## config.mk

```make
export PLATFORM = sky130hd
export DESIGN_NAME = filter_stream_driver_flat
export DESIGN_NICKNAME = d
export VERILOG_FILES = /design/src/rtl/filter_stream_driver_if.sv /design/src/rtl/filter_stream_driver.sv /design/src/flat_wrapper.sv
export SDC_FILE = /design/constraint.sdc
export NUM_CORES = 1
export LEC_CHECK = 0
export ABC_AREA = 1
export BUFFER_PORTS_ARGS = -buffer_cell sky130_fd_sc_hd__buf_4
export CORE_MARGIN = 3
export CORE_UTILIZATION = 55
export DETAILED_ROUTE_END_ITERATION = 6
export HOLD_SLACK_MARGIN = 0.02
export PLACE_DENSITY = 0.78
export SYNTH_ARGS = -nofsm -noshare
export SYNTH_HDL_FRONTEND = slang
export SYNTH_SLANG_ARGS = --single-unit
```

## constraint.sdc

```tcl
create_clock -name CLK -period 3.4 [get_ports CLK]
set_input_delay 0.17 -clock CLK [delete_from_list [all_inputs] [get_ports CLK]]
set_output_delay 0.17 -clock CLK [all_outputs]
set_load 0.02 [all_outputs]
```

## src/rtl/filter_stream_driver_if.sv

```systemverilog
// Valid/ready sample stream between the driver and its neighbours.
// master drives data/valid, slave drives ready.
interface filter_stream_driver_if #(
  parameter int W = 16
);
  logic [W-1:0] data;
  logic         valid;
  logic         ready;

  modport master (
    output data,
    output valid,
    input  ready
  );

  modport slave (
    input  data,
    input  valid,
    output ready
  );
endinterface

```

## src/rtl/filter_stream_driver.sv

```systemverilog
// Stream initiator for the FIR delay/all-pass filter core.
// Build option: FILTER_DRIVER_TIMEOUT_EN adds the WAIT watchdog.
module filter_stream_driver #(
  parameter int BITWIDTH_DATA  = 16,
  parameter int FIFO_DEPTH     = 4,
  parameter int TIMEOUT_CYCLES = 255
) (
  input  logic                     CLK,
  input  logic                     nRST,
  input  logic                     EN,
  filter_stream_driver_if.slave    s,
  filter_stream_driver_if.master   m,
  output logic                     FLT_START,
  output logic [BITWIDTH_DATA-1:0] FLT_DATA_OUT,
  input  logic [BITWIDTH_DATA-1:0] FLT_DATA_IN,
  input  logic                     FLT_VALID,
  output logic                     BUSY,
  output logic                     ERR_TIMEOUT
);

  localparam int AW = $clog2(FIFO_DEPTH);
  localparam int W  = BITWIDTH_DATA;

  typedef enum logic [1:0] {
    IDLE,
    START,
    WAIT
  } state_e;

  state_e state_q, state_d;
  logic   seen_q, seen_d;
  logic   pop, done;

  logic [W-1:0] mem_q [FIFO_DEPTH];
  logic [AW:0]  wr_q, rd_q;
  logic [W-1:0] flt_q;
  logic [W-1:0] m_data_q;
  logic         m_valid_q;
  logic         empty, full, push;

  assign empty = (wr_q == rd_q);
  assign full  = (wr_q[AW] != rd_q[AW]) &&
                 (wr_q[AW-1:0] == rd_q[AW-1:0]);

  assign s.ready = nRST && EN && !full;
  assign push    = s.valid && s.ready;

`ifdef FILTER_DRIVER_TIMEOUT_EN
  localparam int CW = $clog2(TIMEOUT_CYCLES + 1);
  logic [CW-1:0] cnt_q;
  logic          tmo;
  logic          err_q;
`endif

  always_comb begin
    state_d = state_q;
    seen_d  = seen_q;
    pop     = 1'b0;
    done    = 1'b0;
`ifdef FILTER_DRIVER_TIMEOUT_EN
    tmo     = 1'b0;
`endif
    unique case (state_q)
      IDLE: begin
        if (!empty && FLT_VALID && !m_valid_q)
          state_d = START;
      end
      START: begin
        seen_d  = 1'b0;
        state_d = WAIT;
      end
      WAIT: begin
        if (!FLT_VALID)
          seen_d = 1'b1;
        // the filter must drop valid before its output counts
        if (seen_q && FLT_VALID) begin
          done    = 1'b1;
          pop     = 1'b1;
          state_d = IDLE;
        end
`ifdef FILTER_DRIVER_TIMEOUT_EN
        else if (cnt_q == CW'(TIMEOUT_CYCLES - 1)) begin
          tmo     = 1'b1;
          pop     = 1'b1;
          state_d = IDLE;
        end
`endif
      end
      default: state_d = IDLE;
    endcase
    if (!EN) begin
      state_d = IDLE;
      seen_d  = 1'b0;
      pop     = 1'b0;
      done    = 1'b0;
`ifdef FILTER_DRIVER_TIMEOUT_EN
      tmo     = 1'b0;
`endif
    end
  end

  always_ff @(posedge CLK or negedge nRST) begin
    if (!nRST) begin
      state_q <= IDLE;
      seen_q  <= 1'b0;
    end else begin
      state_q <= state_d;
      seen_q  <= seen_d;
    end
  end

  always_ff @(posedge CLK or negedge nRST) begin
    if (!nRST) begin
      wr_q  <= '0;
      rd_q  <= '0;
      flt_q <= '0;
      for (int i = 0; i < FIFO_DEPTH; i++)
        mem_q[i] <= '0;
    end else begin
      if (!EN) begin
        wr_q <= '0;
        rd_q <= '0;
      end else begin
        if (push) begin
          mem_q[wr_q[AW-1:0]] <= s.data;
          wr_q <= wr_q + 1'b1;
        end
        if (pop)
          rd_q <= rd_q + 1'b1;
      end
      flt_q <= mem_q[rd_q[AW-1:0]];
    end
  end

  always_ff @(posedge CLK or negedge nRST) begin
    if (!nRST) begin
      m_data_q  <= '0;
      m_valid_q <= 1'b0;
    end else if (!EN) begin
      m_valid_q <= 1'b0;
    end else if (done) begin
      m_data_q  <= FLT_DATA_IN;
      m_valid_q <= 1'b1;
    end else if (m_valid_q && m.ready) begin
      m_valid_q <= 1'b0;
    end
  end

`ifdef FILTER_DRIVER_TIMEOUT_EN
  always_ff @(posedge CLK or negedge nRST) begin
    if (!nRST) begin
      cnt_q <= '0;
      err_q <= 1'b0;
    end else begin
      if (state_q == START)
        cnt_q <= '0;
      else if (state_q == WAIT)
        cnt_q <= cnt_q + 1'b1;
      if (!EN)
        err_q <= 1'b0;
      else if (tmo)
        err_q <= 1'b1;
    end
  end

  assign ERR_TIMEOUT = err_q;
`else
  assign ERR_TIMEOUT = 1'b0;
`endif

  assign FLT_START    = (state_q == START) && EN;
  assign FLT_DATA_OUT = flt_q;
  assign m.data       = m_data_q;
  assign m.valid      = m_valid_q;
  assign BUSY         = (state_q != IDLE) || !empty;

endmodule

```

## src/flat_wrapper.sv

```systemverilog
// flat-port wrapper written by rule: the top's interface ports become plain ports
module filter_stream_driver_flat 
#(
  parameter int BITWIDTH_DATA  = 16,
  parameter int FIFO_DEPTH     = 4,
  parameter int TIMEOUT_CYCLES = 255
)
  (CLK, nRST, EN, FLT_START, FLT_DATA_OUT, FLT_DATA_IN, FLT_VALID, BUSY, ERR_TIMEOUT, s_data, s_valid, s_ready, m_data, m_valid, m_ready);
  filter_stream_driver_if #(.W(16)) s_i ();
  filter_stream_driver_if #(.W(16)) m_i ();
  input  logic CLK;
  input  logic nRST;
  input  logic EN;
  output logic FLT_START;
  output logic [BITWIDTH_DATA-1:0] FLT_DATA_OUT;
  input  logic [BITWIDTH_DATA-1:0] FLT_DATA_IN;
  input  logic FLT_VALID;
  output logic BUSY;
  output logic ERR_TIMEOUT;
  input wire logic [$bits(s_i.data)-1:0] s_data;
  input wire logic [$bits(s_i.valid)-1:0] s_valid;
  output wire logic [$bits(s_i.ready)-1:0] s_ready;
  output wire logic [$bits(m_i.data)-1:0] m_data;
  output wire logic [$bits(m_i.valid)-1:0] m_valid;
  input wire logic [$bits(m_i.ready)-1:0] m_ready;
  assign s_i.data = s_data;
  assign s_i.valid = s_valid;
  assign s_ready = s_i.ready;
  assign m_data = m_i.data;
  assign m_valid = m_i.valid;
  assign m_i.ready = m_ready;
  filter_stream_driver #(.BITWIDTH_DATA(BITWIDTH_DATA), .FIFO_DEPTH(FIFO_DEPTH), .TIMEOUT_CYCLES(TIMEOUT_CYCLES)) u_core (.CLK(CLK), .nRST(nRST), .EN(EN), .s(s_i), .m(m_i), .FLT_START(FLT_START), .FLT_DATA_OUT(FLT_DATA_OUT), .FLT_DATA_IN(FLT_DATA_IN), .FLT_VALID(FLT_VALID), .BUSY(BUSY), .ERR_TIMEOUT(ERR_TIMEOUT));
endmodule
```

==> results of run 1 <==
routing by layer:
metal	up-vias	GRT usage, %	share of wire [%]
met4	0	7.56	1.4
met3	20	6.63	6.8
met1	1844	32.5	41
met2	140	42.1	51
li1	1855	-	-
met5	-	0	0
path summary, 6_finish.rpt:
kind | end | cells after the start | from | slack [ns]
setup / recovery | u_core.mem_q[57]$_DFFE_PN0P_ | 7 | u_core.rd_q[1]$_DFFE_PN0P_ | 0.81
hold / removal | u_core.mem_q[5]$_DFFE_PN0P_ | 3 | s_data[5] | 0.03
setup reg to reg | u_core.mem_q[57]$_DFFE_PN0P_ | 7 | u_core.rd_q[1]$_DFFE_PN0P_ | 0.81
hold reg to reg | u_core.mem_q[31]$_DFFE_PN0P_ | 2 | u_core.mem_q[31]$_DFFE_PN0P_ | 0.48
max in group asynchronous | u_core.mem_q[61]$_DFFE_PN0P_ | 4 | nRST | 1.75
min in group asynchronous | u_core.mem_q[21]$_DFFE_PN0P_ | 3 | nRST | 0.49
Yosys cell counts:
master | count | area [um^2]
nand3_2 | 1 | 10.0
o22ai_1 | 16 | 100
o21ai_0 | 36 | 180
o31ai_1 | 1 | 7.51
inv_2 | 2 | 7.51
buf_4 | 1 | 7.51
nor3_2 | 1 | 10.0
nor2_1 | 38 | 143
xnor2_1 | 2 | 17.5
nand3b_1 | 1 | 7.51
buf_1 | 1 | 3.75
ha_1 | 5 | 62.6
nand4_1 | 7 | 43.8
conb_1 | 1 | 3.75
inv_1 | 18 | 67.6
nand3_1 | 4 | 20.0
dfrtp_1 | 106 | 2650
nand2_1 | 258 | 968
nand2_2 | 3 | 18.8
nor3_1 | 1 | 5.00
buf_2 | 7 | 35.0
buf_6 | 4 | 45.0
nor2_4 | 4 | 45.0
nand3_4 | 1 | 17.5
a32o_1 | 1 | 10.0
clkbuf_1 | 8 | 30.0
a21oi_1 | 1 | 5.00
metrics by stage:
stage | area [um^2] | worst slack (ns) | power, uW | util [%]
finish | 5630 | 0.810 | 3040 | 71.7
global route | 5630 | 0.659 | 3210 | 71.7
CTS | 5620 | 0.895 | 3050 | 71.6
detailed placement | 5120 | 0.917 | 2220 | 65.2
global placement | 5120 | 1.06 | 2190 | 65.2
floorplan | 4520 | 1.96 | 1960 | -
flip-flops by register name (all words and copies together) (netlist names):
name	count
u_core.m.data	16
u_core.m.valid	1
u_core.FLT_DATA_OUT	16
u_core.wr_q	3
u_core.seen_q	1
u_core.rd_q	3
u_core.state_q	2
u_core.mem_q	64
layout make-up:
cell class	instances	area, um^2
sequential	106	2650
fill	579	2220
multi-input combinational	382	1680
timing repair buffer	109	896
clock buffer	10	128
tap	102	128
clock inverter	6	75.1
inverter	20	75.1
cells by family after synthesis:
logic type,Yosys count,synth area share (%)
AND/OR/NAND/NOR,319,28.5
XOR/XNOR,2,0.387
adder cells (fa/ha/maj),5,1.38
flip-flops,106,58.6
buffers and inverters,41,4.34
other,1,0.0829
AO/OA/AOI/OAI,55,6.69
repair_timing:
item                                    4_1_cts  5_1_grt
endpoints found under the hold margin       104        1
hold buffers                                 30        1
endpoints found under the setup margin        0        0
power groups by stage:
stage | clock network (uW) | registers (uW) | logic, uW
5_1_grt | 871 | 1660 | 678
6_report | 809 | 1630 | 603
2_1_floorplan | 0 | 1700 | 255
4_1_cts | 817 | 1630 | 607
3_5_place_dp | 0 | 1650 | 576
3_3_place_gp | 0 | 1640 | 553
critical path, stage by stage (launching register included):
cell,delay [ns]
dfrtp_1,0.81
inv_2,0.30
nand2_2,0.14
nand2_2,0.06
nand3_2,0.14
nand4_1,0.67
nand2_1,0.27
nand2_1,0.08
==> flow_summary.json, run 1 <==
{
  "outcome": "complete, no violations",
  "mappedNetlistArea_um2": 4520,
  "yosysWarningCount": 0,
  "grt_max_degree": 57,
  "rows": 32,
  "cts_resized": 0,
  "grt_pass1_vias": 3936,
  "slew_viol_final": 0,
  "die_x_um": 96.7,
  "clock-skew-final_ns": 0.00968,
  "crit_type": "reg -> reg",
  "die_y_um": 96.7,
  "slew-limit-headroom_pct": 31.0,
  "dp_cells": 688,
  "seq_area_frac_synth_pct": 58.6,
  "p_comb_share_pct": 19.8,
  "clockBufferDepth": 2,
  "vias_per_cell": 5.25,
  "numCtsBuffers": 9,
  "cp-end-kind": "flip-flop",
  "core_area_um2": 7850,
  "internal_power_uw": 2120,
  "gp_congestion": 0.788,
  "power_density_nw_per_um2": 540,
  "period_share_pct": 76.2,
  "setup_viol": 0,
  "syn2layout_area_growth_pct": 24.4,
  "die-area_um2": 9350,
  "path_clk_slew_ns": 0.10,
  "synth_cells": 529,
  "postCtsSetupRepairBufs": 0,
  "cts_max_level": 3,
  "track_usage_pct": 25.2,
  "swShare_pct": 30.3,
  "fin_nets": 671,
  "ant_nets": 0,
  "drc": 0,
  "drt_iter0_markers": 269,
  "timing.hold.ws_ns": 0.0275,
  "vdd_drop_max_mv": 0.376,
  "crit_arrival_ns": 2.86,
  "fmax_ghz": 0.386,
  "grt_overflow": 0,
  "seq_power_share_pct": 53.6,
  "power.switching_uw": 921,
  "grt_pass1_wl_mm": 19.1,
  "cp.required_ns": 3.67,
  "worstMarginPinSlew_ns": 1.03,
  "cts_root_buf": "clkbuf_8",
  "rsz0062_at_grt": "false",
  "crit_path_max_fanout": 19,
  "clockPowerShare_pct": 26.6,
  "fin_crit_ns": 2.59,
  "drive_above_1_share_pct": 16.6,
  "wire_per_inst_um": 15.2,
  "drt_pass1_iterations": 5,
  "cts_tree": "built",
  "leakagePower_uw": 0.00307,
  "io_pins": 75,
  "final_cell_mix": "258 x nand2_1, 106 x dfrtp_1, 78 x buf_4, 38 x nor2_1, 36 x o21ai_0",
  "antenna_found_initial": 0,
  "num_antenna_cells": 0,
  "clock_insertion_delay_worst_skew_ns": 0.37,
  "start_util_pct": 57.7,
  "finalSetupTns_ns": 0,
  "worst_setup_path_start_kind": "flip-flop",
  "synth-seq-cells": 106,
  "min_path_type": "in -> reg",
  "layout_commonest_cell": "nand2_1",
  "syn_area_per_cell_um2": 8.55,
  "hold_violations": 0,
  "cts_sinks": 106,
  "synth_cell_types": 27,
  "hpwlAfterDp_mm": 7.11,
  "vias": 3859,
  "drv_cap": 0,
  "stdcell_count": 735,
  "drt-total-wl_mm": 11.2,
  "port_buffers": 73,
  "synth_nets": 572
}
Note: power is estimated with default switching activity, not from simulation.
==> run 2, diff against run 1 <==
ABC_AREA = 0   (was 1)
CORE_UTILIZATION = 50   (was 55)
PLACE_DENSITY = 0.75   (was 0.78)
clock period = 2.14 ns   (was 3.4 ns; I/O delays follow)
==> flow_summary.json, run 2 <==
{
  "cts_sinks": 106,
  "fmax_ghz": 0.489,
  "multi_input_area_um2": 1750,
  "cts_max_level": 3,
  "regMostFlops": "u_core.mem_q",
  "cp.required_ns": 2.03,
  "crit_arrival_ns": 1.94,
  "final_cell_mix": "105 x dfrtp_1, 85 x buf_4, 73 x mux2_2, 34 x dlygate4sd3_1, 16 x mux4_2",
  "num_antenna_cells": 0,
  "r2r-end": "u_core.mem_q[57]$_DFFE_PN0P_",
  "port_buffers": 73,
  "ant_nets": 0,
  "leakagePower_uw": 0.00275,
  "r2r_cells": 6,
  "seq_area_frac_synth_pct": 58.9,
  "gp_congestion": 0.783,
  "synthTopCellsByArea": "dfrtp_1 59%, mux2_2 18%, mux4_2 8.0%",
  "yosysTopAreaCell": "dfrtp_1",
  "async_flop_share_pct": 100,
  "synth_cells": 275,
  "grt_max_degree": 51,
  "die_y_um": 101,
  "seq_area_um2": 2650,
  "dp_slack_ns": 0.307,
  "dp_cells": 451,
  "vias_per_cell": 5.18,
  "netlist_top_cells_count": "106 x dfrtp_1, 73 x mux2_2, 16 x mux4_2",
  "cts_root_buf": "clkbuf_8",
  "yosysWarningCount": 0,
  "stdcell_count": 506,
  "grt_pass1_wl_mm": 14.1,
  "path_clk_slew_ns": 0.10,
  "cp-end-kind": "output pin",
  "slew-limit-headroom_pct": 59.3,
  "drt-total-wl_mm": 8.37,
  "fin_nets": 439,
  "power.total_uw": 4430,
  "grt_pass1_vias": 2831,
  "drt_iter0_markers": 127,
  "clock_insertion_delay_worst_skew_ns": 0.35,
  "drc": 0,
  "drive_above_1_share_pct": 52.6,
  "crit_type": "reg -> out",
  "vdd_drop_max_mv": 0.575,
  "layout_commonest_cell": "dfrtp_1",
  "crit_start": "u_core.wr_q[0]$_DFFE_PN0P_",
  "drv_cap": 0,
  "reg2reg_from": "u_core.wr_q[0]$_DFFE_PN0P_",
  "io_pins": 75,
  "setup_viol": 0,
  "start_util_pct": 53.2,
  "synthFlopType": "dfrtp_1",
  "reg2reg_slack_ns": 0.32,
  "clockBufferDepth": 2,
  "cp-endpoint": "BUSY",
  "synth-edff-count": 0,
  "rows": 33,
  "hold_violations": 0,
  "mappedNetlistArea_um2": 4500,
  "slew_viol_final": 0,
  "n_fill_cell": 570,
  "syn_area_per_cell_um2": 16.4,
  "power_density_nw_per_um2": 764,
  "vias": 2619,
  "drt_pass1_iterations": 4,
  "antenna_found_initial": 0,
  "syn2layout_area_growth_pct": 28.7,
  "die-area_um2": 10200,
  "period_share_pct": 95.6,
  "die_x_um": 101,
  "wire_per_inst_um": 16.5,
  "core_area_um2": 8460,
  "yosysMostFrequentCell": "dfrtp_1",
  "hpwlAfterDp_mm": 5.45,
  "worst_setup_path_start_kind": "flip-flop",
  "outcome": "complete, no violations",
  "min_path_type": "in -> reg",
  "crit_path_max_fanout": 7,
  "track_usage_pct": 17.8,
  "synth-seq-cells": 106,
  "rsz0062_at_grt": "false",
  "grt_overflow": 0,
  "timing.final.ws_setup_ns": 0.0933,
  "largest_reg_flops": 64,
  "cts_tree": "built",
  "yosysTopAreaCellShare_pct": 58.9,
  "synth_nets": 318,
  "synth_cell_types": 32,
  "finalSetupTns_ns": 0,
  "timing.hold.ws_ns": 0.0376,
  "clock-skew-final_ns": 0.0123,
  "worstMarginPinSlew_ns": 0.610,
  "fin_crit_ns": 2.05,
  "numCtsBuffers": 9
}
[run 2: layout make-up]
class	count	area share [%]
Sequential cell	106	45.8
Multi-Input combinational cell	153	30.3
Timing Repair Buffer	122	17.9
Clock buffer	11	2.44
Tap cell	105	2.27
Clock inverter	5	1.06
Inverter	4	0.259
[run 2: how the worst min path moves through the flow]
stage	slack (ns)	cells past startpoint	start	endpoint
after floorplan	-0.19	0	nRST	u_core.FLT_DATA_OUT[0]$_DFF_PN0_
after global placement	-0.02	1	nRST	u_core.m.data[4]$_DFFE_PN0P_
after detailed placement	-0.02	1	nRST	u_core.wr_q[2]$_DFFE_PN0P_
after CTS	0.02	2	s_data[5]	u_core.mem_q[5]$_DFFE_PN0P_
after global routing	0.02	2	s_data[5]	u_core.mem_q[53]$_DFFE_PN0P_
final	0.04	2	s_data[5]	u_core.mem_q[5]$_DFFE_PN0P_
[run 2: cell families after synthesis]
family / Yosys count / synth area share (%)
other cells: 1 / 0.0833
flops: 106 / 58.9
fa+ha+maj: 5 / 1.39
compound gates: 14 / 2.42
buf+inv: 16 / 2.67
mux: 100 / 29.5
xor+xnor: 4 / 1.53
simple gates: 29 / 3.56
[run 2: timing repair]
action	CTS	global route
hold buffers	34	0
gates cloned	0	0
setup buffers	0	5
endpoints found under the setup margin	1	1
pin swaps	1	2
endpoints found under the hold margin	87	0
gates resized for setup	2	1
[run 2: worst max-delay path, cell delays in order, from the launching register on]
cell	delay, ns
dfrtp_2	0.49
xnor2_4	0.26
nand2_1	0.10
or4_2	0.55
buf_4	0.18
[run 2: report_power, final]
group	internal, uW	leakage (uW)	switching (uW)
logic	461	0.00127	316
registers	2280	0.00138	131
clock network	583	0.000104	652
[run 2: routing by layer]
layer  routed length (um)  vias to the layer above  track usage [%]  share of wire, %
met1                 3870                     1329             25.1                46
met2                 4090                       52             28.5                49
met3                  347                        5             3.04               4.1
li1                     -                     1233                -                 -
met4                   68                        0             5.21              0.81
met5                    0                        -                0                 0
[run 2: through the flow]
step	area, um^2	utilization, %
floorplan	4500	-
global placement	5190	61.3
detailed placement	5190	61.3
CTS	5760	68.0
global route	5800	68.5
finish	5800	68.5
==> run 3, diff against run 2 <==
GPL_ROUTABILITY_DRIVEN = 0   (was unset)
PLACE_DENSITY = unset   (was 0.75)
PLACE_DENSITY_LB_ADDON = 0.2   (was unset)
==> flow_summary.json, run 3 (same netlist as run 2, synthesis figures left out) <==
{
  "outcome": "complete, no violations",
  "drc": 0,
  "die-area_um2": 10200,
  "track_usage_pct": 17.7,
  "fmax_ghz": 0.492,
  "seq_power_share_pct": 55.8,
  "p_comb_share_pct": 18.0,
  "finalSetupTns_ns": 0,
  "final_cell_mix": "105 x dfrtp_1, 85 x buf_4, 73 x mux2_2, 35 x dlygate4sd3_1, 16 x mux4_2",
  "worstMarginPinSlew_ns": 0.521,
  "power_density_nw_per_um2": 751,
  "regMostFlops": "u_core.mem_q",
  "drt-total-wl_mm": 8.58,
  "hold_violations": 0,
  "drt_pass1_iterations": 4,
  "crit_arrival_ns": 1.93,
  "wire_per_inst_um": 17.0,
  "internal_power_uw": 3180,
  "drv_cap": 0,
  "rows": 33,
  "largest_reg_flops": 64,
  "grt_max_degree": 103,
  "die_x_um": 101,
  "setup_viol": 0,
  "antenna_found_initial": 0,
  "period_share_pct": 95.0,
  "swShare_pct": 26.5,
  "cts_sinks": 106,
  "port_buffers": 73,
  "drive_above_1_share_pct": 52.5,
  "numCtsBuffers": 9,
  "layout_commonest_cell": "dfrtp_1",
  "ant_nets": 0,
  "vdd_drop_max_mv": 0.434,
  "path_clk_slew_ns": 0.10,
  "power.switching_uw": 1150,
  "dp_slack_ns": 0.309,
  "cp-end-kind": "output pin",
  "n_fill_cell": 599,
  "drt_iter0_markers": 70,
  "worst_setup_path_start_kind": "flip-flop",
  "io_pins": 75,
  "power.total_uw": 4320,
  "vias_per_cell": 5.34,
  "clockPowerShare_pct": 26.3,
  "fin_crit_ns": 2.03,
  "vias": 2696,
  "clock_insertion_delay_worst_skew_ns": 0.37,
  "grt_overflow": 0,
  "path_buf_inv": 1,
  "cts_max_level": 3,
  "fin_nets": 439,
  "path_cells": "xnor2_4 -> nand2_1 -> or4_2 -> buf_4",
  "final_util_pct": 68.0,
  "path_delay_family": "simple AND/OR/NAND/NOR gates",
  "cts_tree": "built",
  "start_util_pct": 53.2,
  "reg2reg_slack_ns": 0.34,
  "critPathSlowestCell": "or4_2",
  "max_stage_delay_ns": 0.55,
  "slew_viol_final": 0,
  "slew-limit-headroom_pct": 65.3,
  "min_path_type": "in -> reg",
  "cp.required_ns": 2.03,
  "clockBufferDepth": 2,
  "grt_pass1_wl_mm": 13.7,
  "clock-skew-final_ns": 0.0134,
  "die_y_um": 101,
  "timing.final.ws_setup_ns": 0.108,
  "rsz0062_at_grt": "false",
  "num_antenna_cells": 0,
  "syn2layout_area_growth_pct": 27.8,
  "crit_type": "reg -> out",
  "cts_root_buf": "clkbuf_8",
  "leakagePower_uw": 0.00274,
  "hpwlAfterDp_mm": 5.34,
  "grt_pass1_vias": 2731,
  "crit_path_max_fanout": 5,
  "core_area_um2": 8460
}
[run 3: cell count changes in the layout (fill, tap and decap cells not counted), sizes merged]
| cell | previous run | this run |
|---|---|---|
| bufinv | 1 | 0 |
| dlygate4sd3 | 34 | 35 |
| clkbuf | 11 | 9 |
| clkinv | 2 | 4 |
| buf | 88 | 87 |
[run 3: power by group through the flow]
| stage | Clock [uW] | Combinational (uW) | Sequential, uW |
|---|---|---|---|
| 4_1_cts | 1170 | 785 | 2410 |
| 5_1_grt | 1240 | 843 | 2450 |
| 3_5_place_dp | 0 | 728 | 2450 |
| 2_1_floorplan | 0 | 340 | 2520 |
| 3_3_place_gp | 0 | 709 | 2440 |
| 6_report | 1140 | 777 | 2410 |
[run 3: repair_timing]
action,4_1_cts,5_1_grt
setup buffers,1,3
hold endpoints to repair,188,0
hold buffers,35,0
gates resized for setup,2,1
endpoints found under the setup margin,1,1
pin swaps,2,1
[run 3: cell type report]
cell class / count / area, um^2 / area share [%]
Multi-Input combinational cell: 153 / 1750 / 30.5
Clock buffer: 9 / 124 / 2.15
Clock inverter: 6 / 51.3 / 0.891
Timing Repair Buffer: 122 / 1030 / 17.9
Sequential cell: 106 / 2650 / 46.1
Inverter: 4 / 15.0 / 0.261
Tap cell: 105 / 131 / 2.28
[run 3: per-layer routing]
layer  global-route usage, %  routed length, um  vias up
li1                        -                  -     1245
met1                    23.7               3910     1374
met2                    28.9               4110       70
met3                    2.84                454        7
met4                    7.36                108        0
met5                       0                  0        -
[run 3: per-stage QoR]
| stage | cell area, um^2 | instances | hold WS [ns] |
|---|---|---|---|
| floorplan | 4500 | 275 | -0.189 |
| global placement | 5180 | 451 | -0.0377 |
| detailed placement | 5180 | 451 | -0.0321 |
| CTS | 5730 | 502 | 0.0338 |
| global route | 5760 | 505 | 0.0744 |
| finish | 5760 | 505 | 0.0599 |
[run 3: final timing paths]
check                                             start                           end  depth (start not counted)
hold / removal                                       EN    u_core.wr_q[2]$_DFFE_PN0P_                          3
setup / recovery             u_core.wr_q[1]$_DFFE_PN0P_                          BUSY                          4
hold reg to reg            u_core.mem_q[25]$_DFFE_PN0P_  u_core.mem_q[25]$_DFFE_PN0P_                          1
setup reg to reg             u_core.wr_q[0]$_DFFE_PN0P_  u_core.mem_q[53]$_DFFE_PN0P_                          6
min in group asynchronous                          nRST  u_core.mem_q[15]$_DFFE_PN0P_                          2
max in group asynchronous                          nRST    u_core.wr_q[1]$_DFFE_PN0P_                          3
[run 3: worst reg2reg max path, stage by stage, from the launching register on]
cell,delay [ns]
dfrtp_1,0.49
inv_1,0.14
ha_1,0.16
nand4_1,0.12
a31oi_2,0.20
buf_4,0.24
mux2_2,0.35
